## config.mk

```make
export PLATFORM = sky130hd
export DESIGN_NAME = vga_ball_ctrl
export DESIGN_NICKNAME = d
export VERILOG_FILES = /design/src/rtl/vga_ball_ctrl.sv
export SDC_FILE = /design/constraint.sdc
export NUM_CORES = 1
export LEC_CHECK = 0
export CAP_MARGIN = 15
export CELL_PAD_IN_SITES_DETAIL_PLACEMENT = 1
export CELL_PAD_IN_SITES_GLOBAL_PLACEMENT = 1
export CORE_MARGIN = 1
export CORE_UTILIZATION = 46
export CTS_BUF_LIST = sky130_fd_sc_hd__clkbuf_2
export CTS_CLUSTER_SIZE = 40
export DETAILED_ROUTE_END_ITERATION = 12
export GPL_ROUTABILITY_DRIVEN = 0
export HOLD_SLACK_MARGIN = 0.06
export PLACE_DENSITY = 0.95
export SLEW_MARGIN = 15
export SYNTH_ARGS = -nofsm -noshare
export SYNTH_HDL_FRONTEND = slang
export SYNTH_SLANG_ARGS = --single-unit
```

## constraint.sdc

```tcl
create_clock -name clk -period 6.3 [get_ports clk]
set_input_delay 1.89 -clock clk [delete_from_list [all_inputs] [get_ports clk]]
set_output_delay 1.89 -clock clk [all_outputs]
set_load 0.02 [all_outputs]
```

## src/rtl/vga_ball_ctrl.sv

```systemverilog
// Per-frame motion controller for the bouncing ball: gathers edge hits while the frame is visible,
// then updates direction and position during vertical blanking. Optional macro: BOUNCE_COUNT_EN.
module vga_ball_ctrl #(
  parameter int BALL_SIZE = 8,
  parameter int STEP      = 2,
  parameter int X_INIT    = 316,
  parameter int Y_INIT    = 236,
  parameter int EDGE      = 5
) (
  input  logic        clk,
  input  logic        reset,
  input  logic        vidactive,
  input  logic [9:0]  xpos_vga,
  input  logic [9:0]  ypos_vga,
  input  logic        collision_top,
  input  logic        collision_right,
  input  logic        collision_bottom,
  input  logic        collision_left,
  output logic [9:0]  ball_x,
  output logic [9:0]  ball_y,
  output logic        dir_x,
  output logic        dir_y,
  output logic        ball_pixel,
  output logic        update_done,
`ifdef BOUNCE_COUNT_EN
  output logic [15:0] bounce_count,
`endif
  output logic [1:0]  fsm_state
);

  localparam logic [1:0] COLLECT = 2'd0;
  localparam logic [1:0] APPLY   = 2'd1;
  localparam logic [1:0] MOVE    = 2'd2;

  localparam logic [10:0] STEP_W = 11'(STEP);
  localparam logic [10:0] X_MIN  = 11'(EDGE);
  localparam logic [10:0] X_MAX  = 11'(640 - EDGE - BALL_SIZE);
  localparam logic [10:0] Y_MIN  = 11'(EDGE);
  localparam logic [10:0] Y_MAX  = 11'(480 - EDGE - BALL_SIZE);
  localparam logic [10:0] SIZE_W = 11'(BALL_SIZE);

  logic [1:0]  state;
  logic        frame_tick;
  logic        hit_t, hit_r, hit_b, hit_l;
  logic        dir_x_apply, dir_y_apply;
  logic [10:0] x_sum, y_sum;
  logic        x_low, x_high, y_low, y_high;
  logic [9:0]  x_next, y_next;
  logic        dir_x_move, dir_y_move;

  assign fsm_state = state;

  // Tick marks the first blanking line; registered so it lines up with the FSM edge.
  always_ff @(posedge clk or posedge reset) begin
    if (reset) frame_tick <= 1'b0;
    else       frame_tick <= (xpos_vga == 10'd0) && (ypos_vga == 10'd480);
  end

  always_ff @(posedge clk or posedge reset) begin
    if (reset) begin
      state <= COLLECT;
    end else begin
      case (state)
        COLLECT: if (frame_tick) state <= APPLY;
        APPLY:   state <= MOVE;
        MOVE:    state <= COLLECT;
        default: state <= COLLECT;
      endcase
    end
  end

  // A pulse during APPLY/MOVE survives the clear so it counts for the following frame.
  always_ff @(posedge clk or posedge reset) begin
    if (reset) begin
      hit_t <= 1'b0;
      hit_r <= 1'b0;
      hit_b <= 1'b0;
      hit_l <= 1'b0;
    end else begin
      hit_t <= collision_top    | (hit_t & (state != APPLY));
      hit_r <= collision_right  | (hit_r & (state != APPLY));
      hit_b <= collision_bottom | (hit_b & (state != APPLY));
      hit_l <= collision_left   | (hit_l & (state != APPLY));
    end
  end

  always_comb begin
    dir_x_apply = dir_x;
    dir_y_apply = dir_y;
    if (hit_l && !hit_r)      dir_x_apply = 1'b0;
    else if (hit_r && !hit_l) dir_x_apply = 1'b1;
    if (hit_t && !hit_b)      dir_y_apply = 1'b0;
    else if (hit_b && !hit_t) dir_y_apply = 1'b1;
  end

  // Bit 10 of a leftward/upward sum only sets on wrap below zero.
  always_comb begin
    x_sum  = dir_x ? ({1'b0, ball_x} + STEP_W) : ({1'b0, ball_x} - STEP_W);
    y_sum  = dir_y ? ({1'b0, ball_y} + STEP_W) : ({1'b0, ball_y} - STEP_W);
    x_low  = (!dir_x && x_sum[10]) || (x_sum < X_MIN);
    x_high = !x_low && (x_sum > X_MAX);
    y_low  = (!dir_y && y_sum[10]) || (y_sum < Y_MIN);
    y_high = !y_low && (y_sum > Y_MAX);

    x_next     = x_sum[9:0];
    dir_x_move = dir_x;
    if (x_low) begin
      x_next     = X_MIN[9:0];
      dir_x_move = 1'b1;
    end else if (x_high) begin
      x_next     = X_MAX[9:0];
      dir_x_move = 1'b0;
    end

    y_next     = y_sum[9:0];
    dir_y_move = dir_y;
    if (y_low) begin
      y_next     = Y_MIN[9:0];
      dir_y_move = 1'b1;
    end else if (y_high) begin
      y_next     = Y_MAX[9:0];
      dir_y_move = 1'b0;
    end
  end

  always_ff @(posedge clk or posedge reset) begin
    if (reset) begin
      ball_x      <= 10'(X_INIT);
      ball_y      <= 10'(Y_INIT);
      dir_x       <= 1'b1;
      dir_y       <= 1'b1;
      update_done <= 1'b0;
    end else begin
      update_done <= (state == APPLY);
      if (state == APPLY) begin
        dir_x <= dir_x_apply;
        dir_y <= dir_y_apply;
      end else if (state == MOVE) begin
        ball_x <= x_next;
        ball_y <= y_next;
        dir_x  <= dir_x_move;
        dir_y  <= dir_y_move;
      end
    end
  end

`ifdef BOUNCE_COUNT_EN
  // Only collision-driven reversals count; clamp reversals in MOVE do not.
  always_ff @(posedge clk or posedge reset) begin
    if (reset) begin
      bounce_count <= 16'd0;
    end else if ((state == APPLY) && ((dir_x_apply != dir_x) || (dir_y_apply != dir_y))
                 && (bounce_count != 16'hFFFF)) begin
      bounce_count <= bounce_count + 16'd1;
    end
  end
`endif

  always_comb begin
    ball_pixel = vidactive
              && ({1'b0, xpos_vga} >= {1'b0, ball_x})
              && ({1'b0, xpos_vga} <  ({1'b0, ball_x} + SIZE_W))
              && ({1'b0, ypos_vga} >= {1'b0, ball_y})
              && ({1'b0, ypos_vga} <  ({1'b0, ball_y} + SIZE_W));
  end

endmodule

```

==> results.txt <==
In this run the worst path has a maximum fanout of 2. The flip-flop and latch count after synthesis is 30. The startpoint identified for the worst hold timing path is hit_r$_DFF_PP0_. The number of endpoints failing setup at the final stage is 0. Synthesis produced 388 cells. The library cell appearing most often on the critical path is sky130_fd_sc_hd__o211ai_1. The number of buffers added for setup after CTS is 0.

The number of max-cap violations came out at 0. The synthesized area divided by synthesized cell count is 8.82 um2. The area of the multi-input gates came out at 2480 um2.

The effective utilization at floorplan is 47.4%. The synthesized design devotes to its leading area cell type 24.1% of total area. In this run the critical register-to-register path is captured at ball_y[2]$_DFFE_PP1P_. Counting instances in the post-synthesis netlist gives the leading cell types as sky130_fd_sc_hd__ha_1, sky130_fd_sc_hd__inv_1, sky130_fd_sc_hd__a21oi_1. In the post-synthesis netlist, the biggest area contributors are sky130_fd_sc_hd__ha_1, sky130_fd_sc_hd__dfrtp_1, sky130_fd_sc_hd__dfstp_2. For this block, the routed nets add up to 10300 um of wire.

The clock tree from TritonCTS is built. The final hold violation count is 0. The post-synth net total came out at 483. For the worst-skew pair, the clock arrives at the later sink with an insertion delay of 0.38 ns. In this run, the number of DRC markers left after iteration 0 of detailed routing was 84. Entering global routing, the biggest net connects 31 pins. The length of routed met2 wiring came out at 5490 um. sky130_fd_sc_hd__ha_1 is the most common cell in the netlist. The total overflow reported by the global router is 0. The root buffer cell chosen for the clock tree is sky130_fd_sc_hd__clkbuf_2.

The wire length of the first global-routing pass is 17000 um. The detailed router put a total of 4130 um of wire on met1. On the critical path the largest part of the delay comes from buffers and inverters.

The area of the die is 7790 um2. Of all cell types, the one taking the most synthesized area is sky130_fd_sc_hd__ha_1. Across the routed clock network, the largest skew measured is 0.0200 ns.

The number of gates resized after CTS came out at 1. The number of antenna violations at the first check in global routing is 0. The mean routed wirelength per cell is 18.8 um. The number of instances on the worst hold path is 1.

On the critical path, the stage with the largest delay is an instance of sky130_fd_sc_hd__clkdlybuf4s50_1. The die width came out at 88.3 um. The clock edge transition at the registers on the reported setup and hold paths is 0.17 ns. The peak clock frequency supported by timing is 164 MHz. The final cycle utilization of the critical path is 96.9%. Registers take 766 um2. The relative slew slack is 49.4%. The path class of the tightest hold or removal check is register to register. The number of inserted diodes came out at 0. At the worst endpoint, the required time is 4.41 ns. The number of vias in the routed layout came out at 3313. The filler cell count in the final layout came out at 883. The final design instance area without fill came out at 4150 um2. In this run the remaining antenna-violating nets after routing total 0.

The number of global-route vias before repair came out at 3601. The path with the worst hold slack has its endpoint at hit_r$_DFF_PP0_. Once placement completed, the tool counted placed cells totaling 537. The count of buffers inserted at the top-level ports is 52.

In this run the vertical extent of the chip is 88.3 um. The source of the worst register-to-register timing path is dir_y$_DFFE_PP1P_. Setup repair after global routing left no endpoint under its margin. The highest metal layer carrying signal wires in the routed design is met4. The max-slew violation count came out at 0.

The element type at the critical path end is an output port. The post-layout minimum cycle time is 6.11 ns. The core box area is 7210 um2.

The buffering stage count on the worst path with inverters included came out at 2. The number of synthesized flops with an enable pin came out at 0. The sink count of the clock tree is 30. The power density over cell area is 591 nW/um2.

The final net count came out at 540. The run finished with clean final reports. In the synthesized netlist the async set-or-reset flop fraction comes to 100%. The register area share after synthesis came out at 22.4%. The maximum clock path buffer count is 2. The synthesized area came out at 3420 um2. Detailed placement finished with a half-perimeter wire length of 8120 um. The leakage component of the power came out at 0.00186 uW.

The count of non-filler cells in the finished layout came out at 545. The post-place instance area is 4060 um2. The delay contributed by the slowest stage of the critical path came out at 0.46 ns. At the pin with the least slew margin, the transition time is 0.737 ns. Walking the worst path, the cells encountered are clkdlybuf4s50_1 > ha_1 > nor2b_1 > o21ai_0 > a21oi_1 > o211ai_1 > a31oi_1 > o211ai_1 > nor4bb_1 > dlygate4sd2_1. The distinct cell type count after synthesis came out at 65. The count of warnings emitted by yosys came out at 0. The element type at the critical path start is an input pin. The routed via count divided by cell count came out at 6.08.

Detailed routing placed a total of 345 um of wire on met3. The top flip-flop cell by instance count after synthesis is sky130_fd_sc_hd__dfrtp_1. The number of clock buffers added by TritonCTS is 5. For this run, design rule violations remaining after detail routing come to 0. The minimum setup slack among reg-to-reg paths is 2.37 ns. The worst-case vdd ir drop is 348 uV. The worst setup path is of the input pin to output port kind. For the worst flop-to-flop path, the logic depth is 12. The worst endpoint data arrival time is 4.22 ns. The first detailed-routing pass ran for 4 iterations.

The number of hold buffers added after CTS is 0. The area growth from synthesis to layout is 21.3%. In the global route stage, overall resource usage came out at 28.0%.

The number of top-level design ports is 53. The H-tree depth reported by CTS came out at 2. Cells with a size suffix above 1 make up 7.40% of the layout.

The total number of placement rows is 31.
-- report_power, final --
part,leakage [uW],internal (uW),total (uW),switching (uW)
Clock,0.0000506,106,180,74.7
Combinational,0.00147,770,1860,1090
Sequential,0.000344,297,414,117
-- logic make-up after synthesis --
| kind of cell | after synthesis | share of synthesized area [%] |
|---|---|---|
| AOI/OAI and AO/OA | 127 | 26.2 |
| xor gates and xnor gates | 19 | 4.86 |
| adders and majority gates | 68 | 25.3 |
| buffers and inverters | 46 | 5.05 |
| DFF | 30 | 22.4 |
| muxes | 6 | 1.86 |
| and+or+nand+nor | 92 | 14.3 |
-- worst max path at each step --
stage	from	end	slack (ns)	depth (start not counted)
final	xpos_vga[1]	ball_pixel	0.19	10
after global routing	xpos_vga[1]	ball_pixel	0.008	10
after CTS	xpos_vga[1]	ball_pixel	0.18	10
after detailed placement	xpos_vga[1]	ball_pixel	-0.06	10
after global placement	xpos_vga[1]	ball_pixel	-0.03	10
after floorplan	xpos_vga[1]	ball_pixel	0.78	8
-- worst register-to-register path: cells and delay by family (launching register included) --
family                   cells  cell delay (ns)
AO/OA/AOI/OAI                6             1.70
adder cells (fa/ha/maj)      2             0.67
buffers and inverters        1             0.20
flip-flops                   1             0.62
multiplexers                 1             0.32
AND/OR/NAND/NOR              2             0.37
-- per-stage QoR --
step	TNS (ns)	hold slack, ns	util [%]	total power, uW	worst slack [ns]
after floorplan	0	0.449	-	1700	0.784
after global placement	-0.0319	0.464	56.3	2120	-0.0319
after detailed placement	-0.0582	0.472	56.3	2250	-0.0582
after CTS	0	0.508	57.5	2450	0.183
after global routing	0	0.544	57.5	2670	0.00772
final	0	0.508	57.5	2450	0.193
-- per-layer routing --
layer	track usage [%]	vias up
met5	0	-
met4	11.7	0
met3	3.08	27
met2	54.3	89
met1	30.7	1634
li1	-	1563
-- sequential cells by signal, indices dropped and copies added (netlist names) --
| signal | flops |
|---|---|
| dir_x | 1 |
| hit_r | 1 |
| fsm_state | 2 |
| ball_y | 10 |
| hit_t | 1 |
| ball_x | 10 |
| dir_y | 1 |
| hit_l | 1 |
| update_done | 1 |
| hit_b | 1 |
| frame_tick | 1 |
-- area by class of cell --
cell class / count / share of cell area (%)
Multi-Input combinational cell: 312 / 59.8
Sequential cell: 30 / 18.5
Timing Repair Buffer: 53 / 12.7
Inverter: 43 / 3.89
Tap cell: 99 / 2.98
Clock inverter: 3 / 1.54
Clock buffer: 5 / 0.603
-- placed cells by master (no fill, tap or decap), drive strengths merged, types with 6 or more instances in the layout --
cell and instances:
nor3 12, nand3 12, o21ai 18, inv 43, a211oi 10, a21o 15
clkdlybuf4s50 51, ha 66, a21oi 26, dfstp 12, o21bai 6, o21a 8
nand2 14, xnor2 14, dfrtp 18, nor2 20
(Power assumes the default switching activity.)
